===== src/rtl/matrix_pkg.sv =====
`default_nettype none
// == matrix_pkg : shared state encoding, pixel-word layout and defaults for the HUB75 scan controller (rev 1.0) ==
package matrix_pkg;

    localparam int DEF_COLS       = 64;
    localparam int DEF_ROWS       = 16;
    localparam int DEF_BITS       = 4;
    localparam int DEF_BASE_TICKS = 8;

    // Field index within a frame-buffer word; each field is BITS wide, r0 in the LSBs.
    localparam int NUM_FIELDS = 6;
    localparam int FLD_R0     = 0;
    localparam int FLD_G0     = 1;
    localparam int FLD_B0     = 2;
    localparam int FLD_R1     = 3;
    localparam int FLD_G1     = 4;
    localparam int FLD_B1     = 5;

    typedef enum logic [2:0] {
        ST_IDLE     = 3'd0,
        ST_PREFETCH = 3'd1,
        ST_SHIFT    = 3'd2,
        ST_LATCH    = 3'd3,
        ST_DISPLAY  = 3'd4
    } state_t;

    function automatic int field_lsb(input int fld, input int bits);
        return fld * bits;
    endfunction

endpackage
`default_nettype wire


===== src/rtl/bcm_timer.sv =====
`default_nettype none
// == bcm_timer : loadable down-counter timing one BCM display period (rev 1.0) ==
module bcm_timer #(
    parameter int CNT_W = 7
) (
    input  logic             clk,
    input  logic             reset,
    input  logic             load,
    input  logic [CNT_W-1:0] load_value,
    output logic             active,
    output logic             done
);

    logic [CNT_W-1:0] count;

    always_ff @(posedge clk or negedge reset) begin
        if (!reset) begin
            count <= '0;
        end else if (load) begin
            count <= load_value;
        end else if (count != '0) begin
            count <= count - 1'b1;
        end
    end

    assign active = (count != '0);
    assign done   = (count == CNT_W'(1));

endmodule
`default_nettype wire


===== src/rtl/matrix_scan_ctrl.sv =====
`default_nettype none
// == matrix_scan_ctrl : HUB75 64x32 scan sequencer with binary-code-modulated colour depth (rev 1.0) ==
module matrix_scan_ctrl
    import matrix_pkg::*;
#(
    parameter  int COLS       = DEF_COLS,
    parameter  int ROWS       = DEF_ROWS,
    parameter  int BITS       = DEF_BITS,
    parameter  int BASE_TICKS = DEF_BASE_TICKS,
    localparam int ROW_W      = $clog2(ROWS),
    localparam int COL_W      = $clog2(COLS)
) (
    input  logic                   clk,
    input  logic                   reset,
    input  logic                   enable,
    output logic [ROW_W+COL_W-1:0] rd_addr,
    input  logic [6*BITS-1:0]      rd_data,
    output logic                   r0,
    output logic                   g0,
    output logic                   b0,
    output logic                   r1,
    output logic                   g1,
    output logic                   b1,
    output logic                   a,
    output logic                   b,
    output logic                   c,
    output logic                   d,
    output logic                   clkout,
    output logic                   stb,
    output logic                   oe,
    output logic                   frame_done,
    output logic                   busy
);

    localparam int PLANE_W = (BITS > 1) ? $clog2(BITS) : 1;
    localparam int SH_W    = $clog2(2 * COLS);
    localparam int CNT_W   = $clog2(BASE_TICKS << (BITS - 1)) + 1;

    state_t                  state;
    logic [ROW_W-1:0]        row;
    logic [ROW_W-1:0]        row_latched;
    logic [PLANE_W-1:0]      plane;
    logic [SH_W-1:0]         shift_cnt;
    logic [NUM_FIELDS-1:0]   colour_q;
    logic [NUM_FIELDS-1:0]   pix_bits;
    logic [NUM_FIELDS-1:0]   colour_now;
    logic [BITS-1:0]         fld;
    logic                    frame_done_q;
    logic                    tmr_active;
    logic                    tmr_done;
    logic                    shift_even;
    logic                    last_shift;
    logic                    last_plane;
    logic                    last_row;
    logic [COL_W-1:0]        col_idx;
    logic [COL_W-1:0]        next_col;
    logic [ROW_W-1:0]        row_shown;

    assign col_idx    = shift_cnt[SH_W-1:1];
    assign shift_even = (state == ST_SHIFT) && !shift_cnt[0];
    assign last_shift = (shift_cnt == SH_W'(2 * COLS - 1));
    assign last_plane = (plane == PLANE_W'(BITS - 1));
    assign last_row   = (row == ROW_W'(ROWS - 1));
    assign next_col   = (col_idx == COL_W'(COLS - 1)) ? '0 : col_idx + 1'b1;

    always_comb begin
        fld      = '0;
        pix_bits = '0;
        for (int f = 0; f < NUM_FIELDS; f++) begin
            fld         = rd_data[field_lsb(f, BITS) +: BITS];
            pix_bits[f] = fld[plane];
        end
    end

    // Pixel data arrives combinationally on even shift cycles and is held through the rising clkout.
    assign colour_now = shift_even ? pix_bits : colour_q;
    assign {b1, g1, r1, b0, g0, r0} = colour_now;

    assign rd_addr = {row, (state == ST_SHIFT) ? next_col : {COL_W{1'b0}}};

    // Panel row lines follow the new row only from the latch cycle onwards, never while lit.
    assign row_shown    = (state == ST_LATCH) ? row : row_latched;
    assign {d, c, b, a} = 4'(row_shown);

    assign clkout     = (state == ST_SHIFT) && shift_cnt[0];
    assign stb        = (state == ST_LATCH);
    assign oe         = ~tmr_active;
    assign busy       = (state != ST_IDLE);
    assign frame_done = frame_done_q;

    bcm_timer #(
        .CNT_W(CNT_W)
    ) u_bcm_timer (
        .clk       (clk),
        .reset     (reset),
        .load      (state == ST_LATCH),
        .load_value(CNT_W'(BASE_TICKS) << plane),
        .active    (tmr_active),
        .done      (tmr_done)
    );

    always_ff @(posedge clk or negedge reset) begin
        if (!reset) begin
            state        <= ST_IDLE;
            row          <= '0;
            row_latched  <= '0;
            plane        <= '0;
            shift_cnt    <= '0;
            colour_q     <= '0;
            frame_done_q <= 1'b0;
        end else begin
            frame_done_q <= 1'b0;
            if (shift_even) begin
                colour_q <= pix_bits;
            end
            case (state)
                ST_IDLE: begin
                    if (enable) state <= ST_PREFETCH;
                end
                ST_PREFETCH: begin
                    shift_cnt <= '0;
                    state     <= ST_SHIFT;
                end
                ST_SHIFT: begin
                    shift_cnt <= shift_cnt + 1'b1;
                    if (last_shift) state <= ST_LATCH;
                end
                ST_LATCH: begin
                    row_latched <= row;
                    state       <= ST_DISPLAY;
                end
                ST_DISPLAY: begin
                    if (tmr_done) begin
                        if (!last_plane) begin
                            plane <= plane + 1'b1;
                            state <= ST_PREFETCH;
                        end else begin
                            plane <= '0;
                            if (!last_row) begin
                                row   <= row + 1'b1;
                                state <= ST_PREFETCH;
                            end else begin
                                // enable is only consulted here and in IDLE, so a frame always completes.
                                row          <= '0;
                                frame_done_q <= 1'b1;
                                state        <= enable ? ST_PREFETCH : ST_IDLE;
                            end
                        end
                    end
                end
                default: state <= ST_IDLE;
            endcase
        end
    end

endmodule
`default_nettype wire


===== config.mk =====
export PLATFORM = sky130hd
export DESIGN_NAME = matrix_scan_ctrl
export DESIGN_NICKNAME = d
export VERILOG_FILES = /design/src/rtl/matrix_pkg.sv /design/src/rtl/bcm_timer.sv /design/src/rtl/matrix_scan_ctrl.sv
export SDC_FILE = /design/constraint.sdc
export NUM_CORES = 1
export LEC_CHECK = 0
export CAP_MARGIN = 15
export CORE_ASPECT_RATIO = 1.2
export CORE_UTILIZATION = 40
export DETAILED_ROUTE_END_ITERATION = 16
export GPL_TIMING_DRIVEN = 0
export PLACE_DENSITY_LB_ADDON = 0.05
export RECOVER_POWER = 25
export SYNTH_ARGS = -nofsm -noshare
export SYNTH_HDL_FRONTEND = slang
export SYNTH_SLANG_ARGS = --single-unit
export TNS_END_PERCENT = 5

===== constraint.sdc =====
create_clock -name clk -period 2.2 [get_ports clk]
set_clock_uncertainty 0.15 [all_clocks]
set_input_delay 0.55 -clock clk [delete_from_list [all_inputs] [get_ports clk]]
set_output_delay 0.55 -clock clk [all_outputs]
set_load 0.01 [all_outputs]

==> impl_metrics.env <==
export IMPL_worst_pin_slew_ps=896
export IMPL_regArea_um2=857
export IMPL_worstHoldPathType="in2async"
export IMPL_rsz0062_at_grt="true"
export IMPL_antenna_found_initial=0
export IMPL_core_area_um2=4970
export IMPL_power_switching_mw=0.285
export IMPL_port_buffers=51
export IMPL_gr_total_overflow=0
export IMPL_clkTransAtPathRegs_ps=70
export IMPL_arrival_ps=1840
export IMPL_mappedNetlistArea_um2=2080
export IMPL_end_kind="output pin"
export IMPL_ios=52
export IMPL_postSynthCellCount=200
export IMPL_clock_path_buffers=2
export IMPL_total_power_mw=1.32
export IMPL_seqPwrFrac=0.480
export IMPL_root_buffer="clkbuf_8"
export IMPL_synth_main_ff_cell="dfrtp_1"
export IMPL_final_max_slew_viol_count=0
export IMPL_max_freq_mhz=393
export IMPL_avgSynthCellArea_um2=10.4
export IMPL_ys_seq_area_frac=0.410
export IMPL_async_flop_share=1.00
export IMPL_cts_tree="built"
export IMPL_rows=28
export IMPL_start_util=0.417
export IMPL_min_period_over_period=1.16
export IMPL_synth_xor_area_frac=0.0253
export IMPL_crit_fanout=2
export IMPL_post_synth_top_area_cell="dfrtp_1"
export IMPL_via_per_inst=5.34
export IMPL_die_height_um=80.9
export IMPL_htreeDepth=2
export IMPL_status="complete, but fails checks"
export IMPL_p_int_mw=1.03
export IMPL_vdd_drop_max_uv=301
export IMPL_ys_top_cells_by_count="dfrtp_1, nand2_1, nor2_1"
export IMPL_final_nets=302
export IMPL_swShare=0.217
export IMPL_fin_ws_ps=-344
export IMPL_die_w_um=67.8
export IMPL_dp_hpwl_um=3340
export IMPL_yosysTopAreaCellShare=0.410
export IMPL_holdWs_ps=221
export IMPL_p_comb_frac=0.070
export IMPL_insertion_delay_ps=290
export IMPL_ys_types=50
export IMPL_cts_buffers=5
export IMPL_drt_initial_drc_count=80
export IMPL_muxShareOfSynthArea=0.129
export IMPL_place_congestion=0.743
export IMPL_min_period_ps=2540
export IMPL_stdcell_area_um2=2930
export IMPL_synth_simple_area_share=0.230
export IMPL_grt_max_degree=35
export IMPL_drv_cap=0
export IMPL_rr_worst_depth=6
export IMPL_first_pass_iters=4
export IMPL_die_area_um2=5480
export IMPL_synth_compound_area_frac=0.105
export IMPL_antennaDiodeCount=0
export IMPL_drive_above_1_share=0.330
export IMPL_p_clk_frac=0.450
export IMPL_slew_headroom=0.403
export IMPL_multiInputGateArea_um2=1200
export IMPL_required_ps=1500
export IMPL_violations="setup timing"
export IMPL_placed_area_um2=2690
export IMPL_regToRegSetupSlack_ps=350
export IMPL_ys_seq_elements=34
export IMPL_routed_wl_um=4940
export IMPL_yosys_warnings=0
export IMPL_finalHoldViolations=0
export IMPL_wl_per_cell_um=15.1
export IMPL_vias=1746
export IMPL_synth_adder_area_share=0.0542
export IMPL_yosysMostFrequentCell="dfrtp_1"
export IMPL_area_growth_pct=41.3
export IMPL_drc=0
export IMPL_setup_viol=15
export IMPL_critPathLaunchType="input pin"
export IMPL_grt_pass1_vias=1577
export IMPL_synth_top_family_by_area="simple AND/OR/NAND/NOR gates"
export IMPL_synth_area_top_cells="dfrtp_1, mux4_2, ha_1"
export IMPL_p_leak_nw=1.28
export IMPL_ant_nets=0
export IMPL_nFillCells=478
export IMPL_syn_num_nets=236
export IMPL_cts_sinks=34
export IMPL_track_usage=0.187
export IMPL_critPathKind="in2out"
export IMPL_hold_buffers=0
export IMPL_power_density_nw_per_um2=448
export IMPL_synth_edf_count=0
export IMPL_grt_pass1_wl_um=7560
## repair_timing
action | in CTS | in global routing
pin swaps | 8 | 2
hold endpoints to repair | 0 | 0
resized for setup | 99 | 12
buffers inserted | 14 | 2
setup endpoints to repair | 20 | 19
## cell usage in the layout, fill, tap and decap left out, types with 2 or more instances in the layout
master           netlist  routed
nand4_1                8       8
buf_6                  1       9
or2_2                  2       2
ha_1                   9       7
o211ai_1               2       2
mux2_4                 0       6
and2_1                 3       3
ha_4                   0       2
dfrtp_2                0       5
a211o_1                2       2
nand4b_1               3       3
nor3_1                 5       5
inv_1                  9       6
dfrtp_1               34      29
mux2i_1                2       2
mux4_2                 6       6
xnor2_1                4       4
buf_2                  3      11
inv_2                  0       2
clkbuf_8               0       6
a31oi_1                3       3
mux2_2                10       4
a22o_1                 2       2
buf_4                  0      17
nand3_1                8       7
nand2_1               19      19
or3_1                  3       3
nor2_4                 1       2
xor2_1                 2       2
a21oi_1                2       2
o21ai_0                3       2
a211oi_1               4       4
nand2b_1               3       3
nor2_1                13      12
a21o_1                 3       3
clkdlybuf4s50_1        0      29
clkinvlp_4             0       2
## cell type report
cell class,count,area share
tap,60,0.0256
sequential,34,0.292
buffer,6,0.0201
timing repair buffer,67,0.202
clock buffer,5,0.0235
clock inverter,3,0.0154
inverter,9,0.0124
multi-input combinational,143,0.409
## cell families after synthesis
logic type	after synthesis
compound gates	29
xor+xnor	6
fa+ha+maj	9
buf+inv	23
flops	34
mux	18
simple gates	81
## critical path: stages
cell             delay, ps
clkdlybuf4s50_1        390
mux4_2                 490
mux2_4                 290
buf_6                  120
## power by group through the flow
stage / logic [mW] / registers (mW) / clock network (mW)
floorplan: 0.0215 / 0.644 / 0
global placement: 0.0926 / 0.644 / 0
detailed placement: 0.0930 / 0.644 / 0
CTS: 0.0934 / 0.631 / 0.603
global route: 0.0998 / 0.632 / 0.619
finish: 0.0922 / 0.631 / 0.592
## path summary, 6_finish.rpt
check                                       endpoint            startpoint
worst max register to register  u_bcm_timer.count[4]  u_bcm_timer.count[1]
worst min register to register        row_latched[1]        row_latched[1]
max in group asynchronous               shift_cnt[1]                 reset
min in group clk                      row_latched[1]        row_latched[1]
worst max-delay path                              b1           rd_data[23]
worst min-delay path                    shift_cnt[5]                 reset
## flip-flops by register name (all words and copies together) (netlist names)
signal and flops:
u_bcm_timer.count 7, state 3, colour_q 6, frame_done 1
shift_cnt 7, row_latched 4, row 4, plane 2
## routing by layer
metal	part of all wire	global-route usage	vias to the layer above
met5	0	0	-
li1	-	-	860
met3	0.039	0.0421	6
met4	0.010	0.0511	0
met1	0.45	0.234	844
met2	0.50	0.318	36
## through the flow
stage,util,setup TNS (ps),cells,setup slack (ps)
after floorplan,-,0,200,32.5
after global placement,0.541,-23610,311,-690
after detailed placement,0.540,-8610,311,-702
after CTS,0.583,-2620,325,-356
after global routing,0.590,-3320,327,-380
final,0.590,-2350,327,-344
Note: power is estimated with default switching activity, not from simulation.
